==> src/rtl/wb_seq_ctrl_pkg.sv <==
// Shared definitions for the writeback sequencer: mux-select encodings,
// FSM state type and the select-sanitising helper.
package wb_seq_ctrl_pkg;

    localparam logic [2:0] WB_ALU    = 3'b000;
    localparam logic [2:0] WB_LOAD   = 3'b001;
    localparam logic [2:0] WB_IMM    = 3'b010;
    localparam logic [2:0] WB_IADDER = 3'b011;
    localparam logic [2:0] WB_PC4    = 3'b101;

    typedef enum logic [1:0] {
        ST_IDLE      = 2'd0,
        ST_LOAD_WAIT = 2'd1,
        ST_COMMIT    = 2'd2
    } wb_state_t;

    // Unused select codes fall back to the ALU result.
    function automatic logic [2:0] map_sel(input logic [2:0] sel);
        case (sel)
            WB_LOAD, WB_IMM, WB_IADDER, WB_PC4: map_sel = sel;
            default:                            map_sel = WB_ALU;
        endcase
    endfunction

endpackage

==> src/rtl/wb_load_timer.sv <==
// Cycle counter for the load wait: clear has priority over enable,
// tc is high while the count equals TC_VALUE.
module wb_load_timer #(
    parameter int unsigned W        = 8,
    parameter int unsigned TC_VALUE = 15
) (
    input  logic clk,
    input  logic rst_n,
    input  logic clr,
    input  logic en,
    output logic tc
);

    logic [W-1:0] count;

    always_ff @(posedge clk or negedge rst_n) begin
        if (!rst_n) begin
            count <= '0;
        end else if (clr) begin
            count <= '0;
        end else if (en) begin
            count <= count + 1'b1;
        end
    end

    assign tc = (count == W'(TC_VALUE));

endmodule

==> src/rtl/wb_seq_ctrl.sv <==
// Writeback sequencer: captures a MEM-stage op, waits for load data when
// needed, and issues a single register-file write strobe per committed op.
module wb_seq_ctrl
    import wb_seq_ctrl_pkg::*;
#(
    parameter int unsigned LOAD_TIMEOUT = 16
) (
    input  logic       clk_in,
    input  logic       rst_n_in,
    input  logic       instr_valid_in,
    output logic       instr_ready_out,
    input  logic [2:0] wb_mux_sel_in,
    input  logic [4:0] rd_addr_in,
    input  logic       rf_wr_en_in,
    input  logic       load_valid_in,
    input  logic       flush_in,
    output logic [2:0] wb_mux_sel_reg_out,
    output logic [4:0] rd_addr_reg_out,
    output logic       rf_wr_en_out,
    output logic       load_timeout_out,
    output logic       busy_out,
    output logic [1:0] state_dbg_out
);

    // Handshake: an op transfers on a rising edge where instr_valid_in and
    // instr_ready_out are both high; the op fields must be stable in that cycle.

    wb_state_t state, state_next;
    logic      wr_en_q;
    logic      accept;
    logic      timer_en;
    logic      timer_tc;

    assign accept = instr_valid_in & instr_ready_out;

    always_ff @(posedge clk_in or negedge rst_n_in) begin
        if (!rst_n_in) begin
            state <= ST_IDLE;
        end else begin
            state <= state_next;
        end
    end

    always_ff @(posedge clk_in or negedge rst_n_in) begin
        if (!rst_n_in) begin
            wb_mux_sel_reg_out <= WB_ALU;
            rd_addr_reg_out    <= '0;
            wr_en_q            <= 1'b0;
        end else if (accept) begin
            wb_mux_sel_reg_out <= map_sel(wb_mux_sel_in);
            rd_addr_reg_out    <= rd_addr_in;
            wr_en_q            <= rf_wr_en_in;
        end
    end

    always_comb begin
        state_next       = state;
        instr_ready_out  = 1'b0;
        rf_wr_en_out     = 1'b0;
        load_timeout_out = 1'b0;
        timer_en         = 1'b0;
        case (state)
            ST_IDLE: begin
                instr_ready_out = ~flush_in;
                if (instr_valid_in && !flush_in) begin
                    state_next = (map_sel(wb_mux_sel_in) == WB_LOAD) ? ST_LOAD_WAIT : ST_COMMIT;
                end
            end
            ST_LOAD_WAIT: begin
                // Flush beats a response, and a response beats the timeout.
                if (flush_in) begin
                    state_next = ST_IDLE;
                end else if (load_valid_in) begin
                    state_next = ST_COMMIT;
                end else if (timer_tc) begin
                    state_next       = ST_IDLE;
                    load_timeout_out = 1'b1;
                end else begin
                    timer_en = 1'b1;
                end
            end
            ST_COMMIT: begin
                state_next   = ST_IDLE;
                rf_wr_en_out = ~flush_in & wr_en_q & (rd_addr_reg_out != 5'd0);
            end
            default: state_next = ST_IDLE;
        endcase
    end

    // Counter runs only while staying in LOAD_WAIT, so it is zero on entry.
    wb_load_timer #(
        .W        (8),
        .TC_VALUE (LOAD_TIMEOUT - 1)
    ) u_load_timer (
        .clk   (clk_in),
        .rst_n (rst_n_in),
        .clr   (~timer_en),
        .en    (timer_en),
        .tc    (timer_tc)
    );

    assign busy_out      = (state != ST_IDLE);
    assign state_dbg_out = state;

endmodule

==> config.mk <==
export PLATFORM = sky130hd
export DESIGN_NAME = wb_seq_ctrl
export DESIGN_NICKNAME = d
export VERILOG_FILES = /design/src/rtl/wb_seq_ctrl_pkg.sv /design/src/rtl/wb_load_timer.sv /design/src/rtl/wb_seq_ctrl.sv
export SDC_FILE = /design/constraint.sdc
export NUM_CORES = 1
export LEC_CHECK = 0
export BUFFER_PORTS_ARGS = -buffer_cell sky130_fd_sc_hd__buf_2
export CORE_ASPECT_RATIO = 0.9
export CORE_MARGIN = 2
export CORE_UTILIZATION = 48
export CTS_CLUSTER_DIAMETER = 80
export DETAILED_ROUTE_END_ITERATION = 8
export GPL_TIMING_DRIVEN = 0
export HOLD_SLACK_MARGIN = 0.05
export PLACE_DENSITY = 0.74
export SYNTH_ARGS = -nofsm -noshare
export SYNTH_HDL_FRONTEND = slang
export SYNTH_SLANG_ARGS = --single-unit
==> constraint.sdc <==
create_clock -name clk_in -period 1.9 [get_ports clk_in]
set_input_delay 0.475 -clock clk_in [delete_from_list [all_inputs] [get_ports clk_in]]
set_output_delay 0.475 -clock clk_in [all_outputs]
set_load 0.01 [all_outputs]
## Word level (Yosys, flattened, before mapping)

Index checks and enable logic that the tools add are counted.

| word-level totals | value |
|---|---|
| word-level logic and storage cells | 47 |
| output and inout port bits | 14 |
| bits of input ports | 14 |
| flip-flop bits (word level) | 19 |

| operators by class | value |
|---|---|
| reduce and logical (&&, ||, !) cells | 7 |
| equality and inequality tests | 10 |
| bitwise gates (word level) | 4 |
| muxes and demuxes | 20 |
| add/sub/neg operators | 1 |

Operators by type and width:

| kind | count |
|---|---|
| 2-to-1 mux 1 bit | 10 |
| 2-to-1 mux 2 bit | 5 |
| 2-to-1 mux 3 bit | 3 |
| adder 8 x 1 -> 8 bit, second input constant | 1 |
| == test 8 x 4 -> 1 bit, second input constant | 1 |
| 2-to-1 mux 8 bit | 1 |
| == test 3 x 1 -> 1 bit, second input constant | 2 |
| == test 3 x 2 -> 1 bit, second input constant | 2 |
| nonzero test 5 bit | 1 |
| inequality test 4 bit, second input constant | 1 |
| case mux 2 bit (2 select lines) | 1 |
| OR reduction 4 bit | 1 |
| AND 1 bit | 3 |
| == test 3 bit, second input constant | 1 |
| == test 2 x 1 -> 1 bit, second input constant | 1 |
| == test 2 bit, second input constant | 1 |
| zero test 2 bit | 1 |
| inequality test 2 bit, second input constant | 1 |
| AND reduction 2 bit | 1 |
| nonzero test 2 bit | 1 |
| logical AND 1 bit | 1 |
| zero test 1 bit | 1 |
| inverter 1 bit | 1 |

## Longest topological paths before layout

| depth | value |
|---|---|
| word-level depth | 9 |
| mapped depth | 5 |
| depth with buffers taken out | 4 |

## Modules after synthesis

A second synthesis with hierarchy kept.

| unflattened totals | value |
|---|---|
| cells, all modules | 80 |
| area, all modules | 965.9 um^2 |

Modules (own cells, without submodules):

| module | cells each | times used | area each (um^2) |
|---|---|---|---|
| wb_seq_ctrl | 41 | 1 | 571.8 |
| wb_load_timer | 39 | 1 | 394.1 |

## Worst setup path before layout

No wires, ideal clock.

| path | value |
|---|---|
| path kind | in2out |
| start | input port load_valid_in |
| end | output port load_timeout_out |
| data required time | 1.425 ns |
| slack | 0.171 ns |
| stages on the path | 2 |
| arrival | 1.254 ns |
| cells stage by stage | or4b_1 > nor2_1 |

| on the way | value |
|---|---|
| cells in the longest elaborated chain, start to end | 3 |

Ends and longest elaborated chain:

| what | RTL line | text |
|---|---|---|
| start, declared | wb_seq_ctrl.sv:15 | `input logic load_valid_in,` |
| 2-to-1 mux 1 bit | wb_seq_ctrl.sv:73 | `end else if (load_valid_in) begin` |
| 2-to-1 mux 1 bit | wb_seq_ctrl.sv:71 | `if (flush_in) begin` |
| 2-to-1 mux 1 bit | wb_seq_ctrl.sv:62 | `case (state)` |
| end, declared | wb_seq_ctrl.sv:20 | `output logic load_timeout_out,` |

No other way between the ends.

## Worst setup path in the final report

| path | value |
|---|---|
| start | register state[1], in the netlist state_dbg_out[1] |
| end | output port load_timeout_out |

| on the way | value |
|---|---|
| cells in the longest elaborated chain, start to end | 2 |

Ends and longest elaborated chain:

| what | RTL line | text |
|---|---|---|
| start, declared | wb_seq_ctrl.sv:28 | `wb_state_t state, state_next;` |
| start signal, assigned | wb_seq_ctrl.sv:40 | `state <= state_next;` |
| == test 2 x 1 -> 1 bit | wb_seq_ctrl.sv:62 |  |
| 2-to-1 mux 1 bit | wb_seq_ctrl.sv:62 |  |

No other way between the ends.

==> impl_metrics.toml <==
[status]
status = "finished with violations"
violations = "negative setup slack"

[power]
swShare = 0.2727
power_frac_seq = 0.561
clock_power_share = 0.253
p_int_w = 0.0005991
p_total_w = 0.0008238
power_frac_comb = 0.186
power.switching_w = 0.0002247
power.density_nw_per_um2 = 733.2
ir_worst_vdd_mv = 0.4646
cellLeakagePower_nw = 0.5328

[clock_tree]
cts.htree.levels = 1
clkTransAtPathRegs_ps = 110
clock_path_buffers = 2
hold_buffers = 0
cts_buffers = 3
insertion_delay_ps = 310
cts_tree = "done"
cts_sinks = 19
cts_root_buffer = "clkbuf_4"

[logic_synthesis]
yosysWarnings = 0
synth-seq-area-share = 0.5413
synthCells = 81
synth_edf_count = 0
synth.net_count = 96
synth_area_sq_um = 878.3
synth_ff_type = "dfrtp_1"
synth_seq_cells = 19
synth-async-reset-ratio = 1.000
netlist-cell-type-count = 28
syn_avg_cell_area_sq_um = 10.84

[drt]
wire_per_inst_um = 12.89
vias_per_cell = 5.201
drtIter0Drc = 8
drt_first_pass_iters = 3
route.final.wire_length_um = 1792
via_count = 723
ant_nets = 0
drc = 0

[timing]
setup_viol = 1
hold_viol = 0
clock.fmax_ghz = 0.5194
slew_headroom = 0.7251
fin_crit_sh = 1.013
tightest_slew_ps = 412.3
slew_viol_final = 0
grt_setup_unrepaired = "yes"
skew_ps = 6.268
period_needed_ps = 1925
fin_ws_ps = -25.39

[place]
dp.cells = 132
numPortBuffers = 27
dp_hpwl_um = 1276
globalplace.congestion = 0.7419

[global_routing]
met3_usage = 0.07095
grt_antenna_before_repair = 0
met1_usage = 0.2101
grt_overflow = 0
grt_pass1_wl_um = 2835
grt_pass1_vias = 648
track_usage = 0.1813
busiest_layer = "met2"
grtUsageMet2 = 0.3081
grt_max_degree = 20

[setup_path]
reg2regPathDepth = 6
endpoint_kind = "output port"
worstPathRequired_ps = 1420
cp.arrival_ps = 1450
startpoint_type = "register"
cp_max_fo = 4
crit_type = "register to output port"

[layout]
drive_above_1_share = 0.4174
area_delta_synth_final_pct = 27.92
multi_input_area_sq_um = 400.4
fin_nets = 131
fillers = 147
regArea_sq_um = 478.0
fin_cells = 139
diodes = 0

[worst_hold_path]
hp-class = "input port to asynchronous set/reset pin"

[die]
ioPinCount = 28
coreArea_sq_um = 1699
start_util = 0.5169
die_h_um = 44.58
die_area_sq_um = 2188
fp-row-count = 14
die_w_um = 49.09

[flow_run]
cap_violations = 0
-- worst max-delay path, stage by stage (launching register included) --
cell and delay [ps]:
dfrtp_1 400, or4b_4 510, nor2_1 110, buf_2 130
-- final timing paths --
| path | start | endpoint | slack (ps) |
|---|---|---|---|
| min | rst_n_in | u_load_timer.count[7] | 80 |
| max reg2reg | state_dbg_out[1] | wr_en_q | 30 |
| min reg2reg | u_load_timer.count[0] | u_load_timer.count[0] | 470 |
| max in group asynchronous | rst_n_in | u_load_timer.count[4] | 1510 |
| max | state_dbg_out[1] | load_timeout_out | -30 |
| min in group clk_in | rd_addr_in[3] | rd_addr_reg_out[3] | 390 |
-- layout make-up --
type | instances | area share
tap | 24 | 0.02673
buffer | 3 | 0.01782
clock buffer | 3 | 0.02004
multi-input combinational | 58 | 0.3563
clock inverter | 1 | 0.004454
inverter | 1 | 0.003341
timing repair buffer | 30 | 0.1459
sequential | 19 | 0.4254
-- sequential cells by signal, summed over array words and instances, names as in the netlist --
| name | flops |
|---|---|
| u_load_timer.count | 8 |
| state_dbg_out | 2 |
| rd_addr_reg_out | 5 |
| wr_en_q | 1 |
| wb_mux_sel_reg_out | 3 |
-- power groups by stage --
stage	logic, W	registers [W]	clock network, W
after floorplan	0.0000607	0.000483	0
after global placement	0.000139	0.000469	0
after detailed placement	0.000144	0.000471	0
after CTS	0.000149	0.000462	0.000213
after global routing	0.000167	0.000468	0.000231
final	0.000153	0.000462	0.000208
-- stage by stage --
step / util / setup TNS, ps / setup WS, ps / hold slack, ps / instance area (sq um)
after floorplan: - / 0 / 171.2 / 179.4 / 878.3
after global placement: 0.6141 / 0 / 2.290 / 428.3 / 1044
after detailed placement: 0.6141 / -5.297 / -5.297 / 434.3 / 1044
after CTS: 0.6502 / -31.67 / -31.67 / 86.90 / 1105
after global routing: 0.6613 / -68.13 / -67.27 / 95.06 / 1124
final: 0.6613 / -25.39 / -25.39 / 79.18 / 1124
-- metal layers --
metal	vias up	part of all wire	wire, um
met5	-	0	0
met4	0	0.015	27
met3	4	0.044	78
met2	15	0.50	897
met1	342	0.44	789
li1	362	-	-
-- cell usage after synthesis, drive strengths merged (2+ instances only) --
library cell | count | area [sq um]
o21ai | 7 | 35.03
nand2 | 8 | 30.03
nand4 | 2 | 12.51
buf | 2 | 16.26
nand3 | 3 | 15.01
nor2 | 6 | 22.52
dfrtp | 19 | 475.5
nor3 | 3 | 15.01
or4b | 2 | 20.02
a21oi | 5 | 25.02
or3 | 4 | 25.02
mux2 | 6 | 78.82
-- repair_timing --
item	in CTS	in global routing
buffers inserted	2	1
endpoints found under the setup margin	1	1
pin swaps	0	0
gates resized for setup	3	4
-- kinds of logic after synthesis --
kind of cell	synth area share
adders and majority gates	0.01424
muxes	0.08974
DFF	0.5413
xor gates and xnor gates	0.01995
AOI/OAI and AO/OA	0.08831
buffers and inverters	0.02705
and+or+nand+nor	0.2194
-- cells in the final DEF (no fill, tap or decap), types with 4 or more instances in the layout --
master and instances:
buf_2 27, dfrtp_1 17, nand2_1 8, o21ai_0 7, nor2_1 6, a21oi_1 5
or3_1 4
No activity file was read; power rests on OpenSTA's default activity.
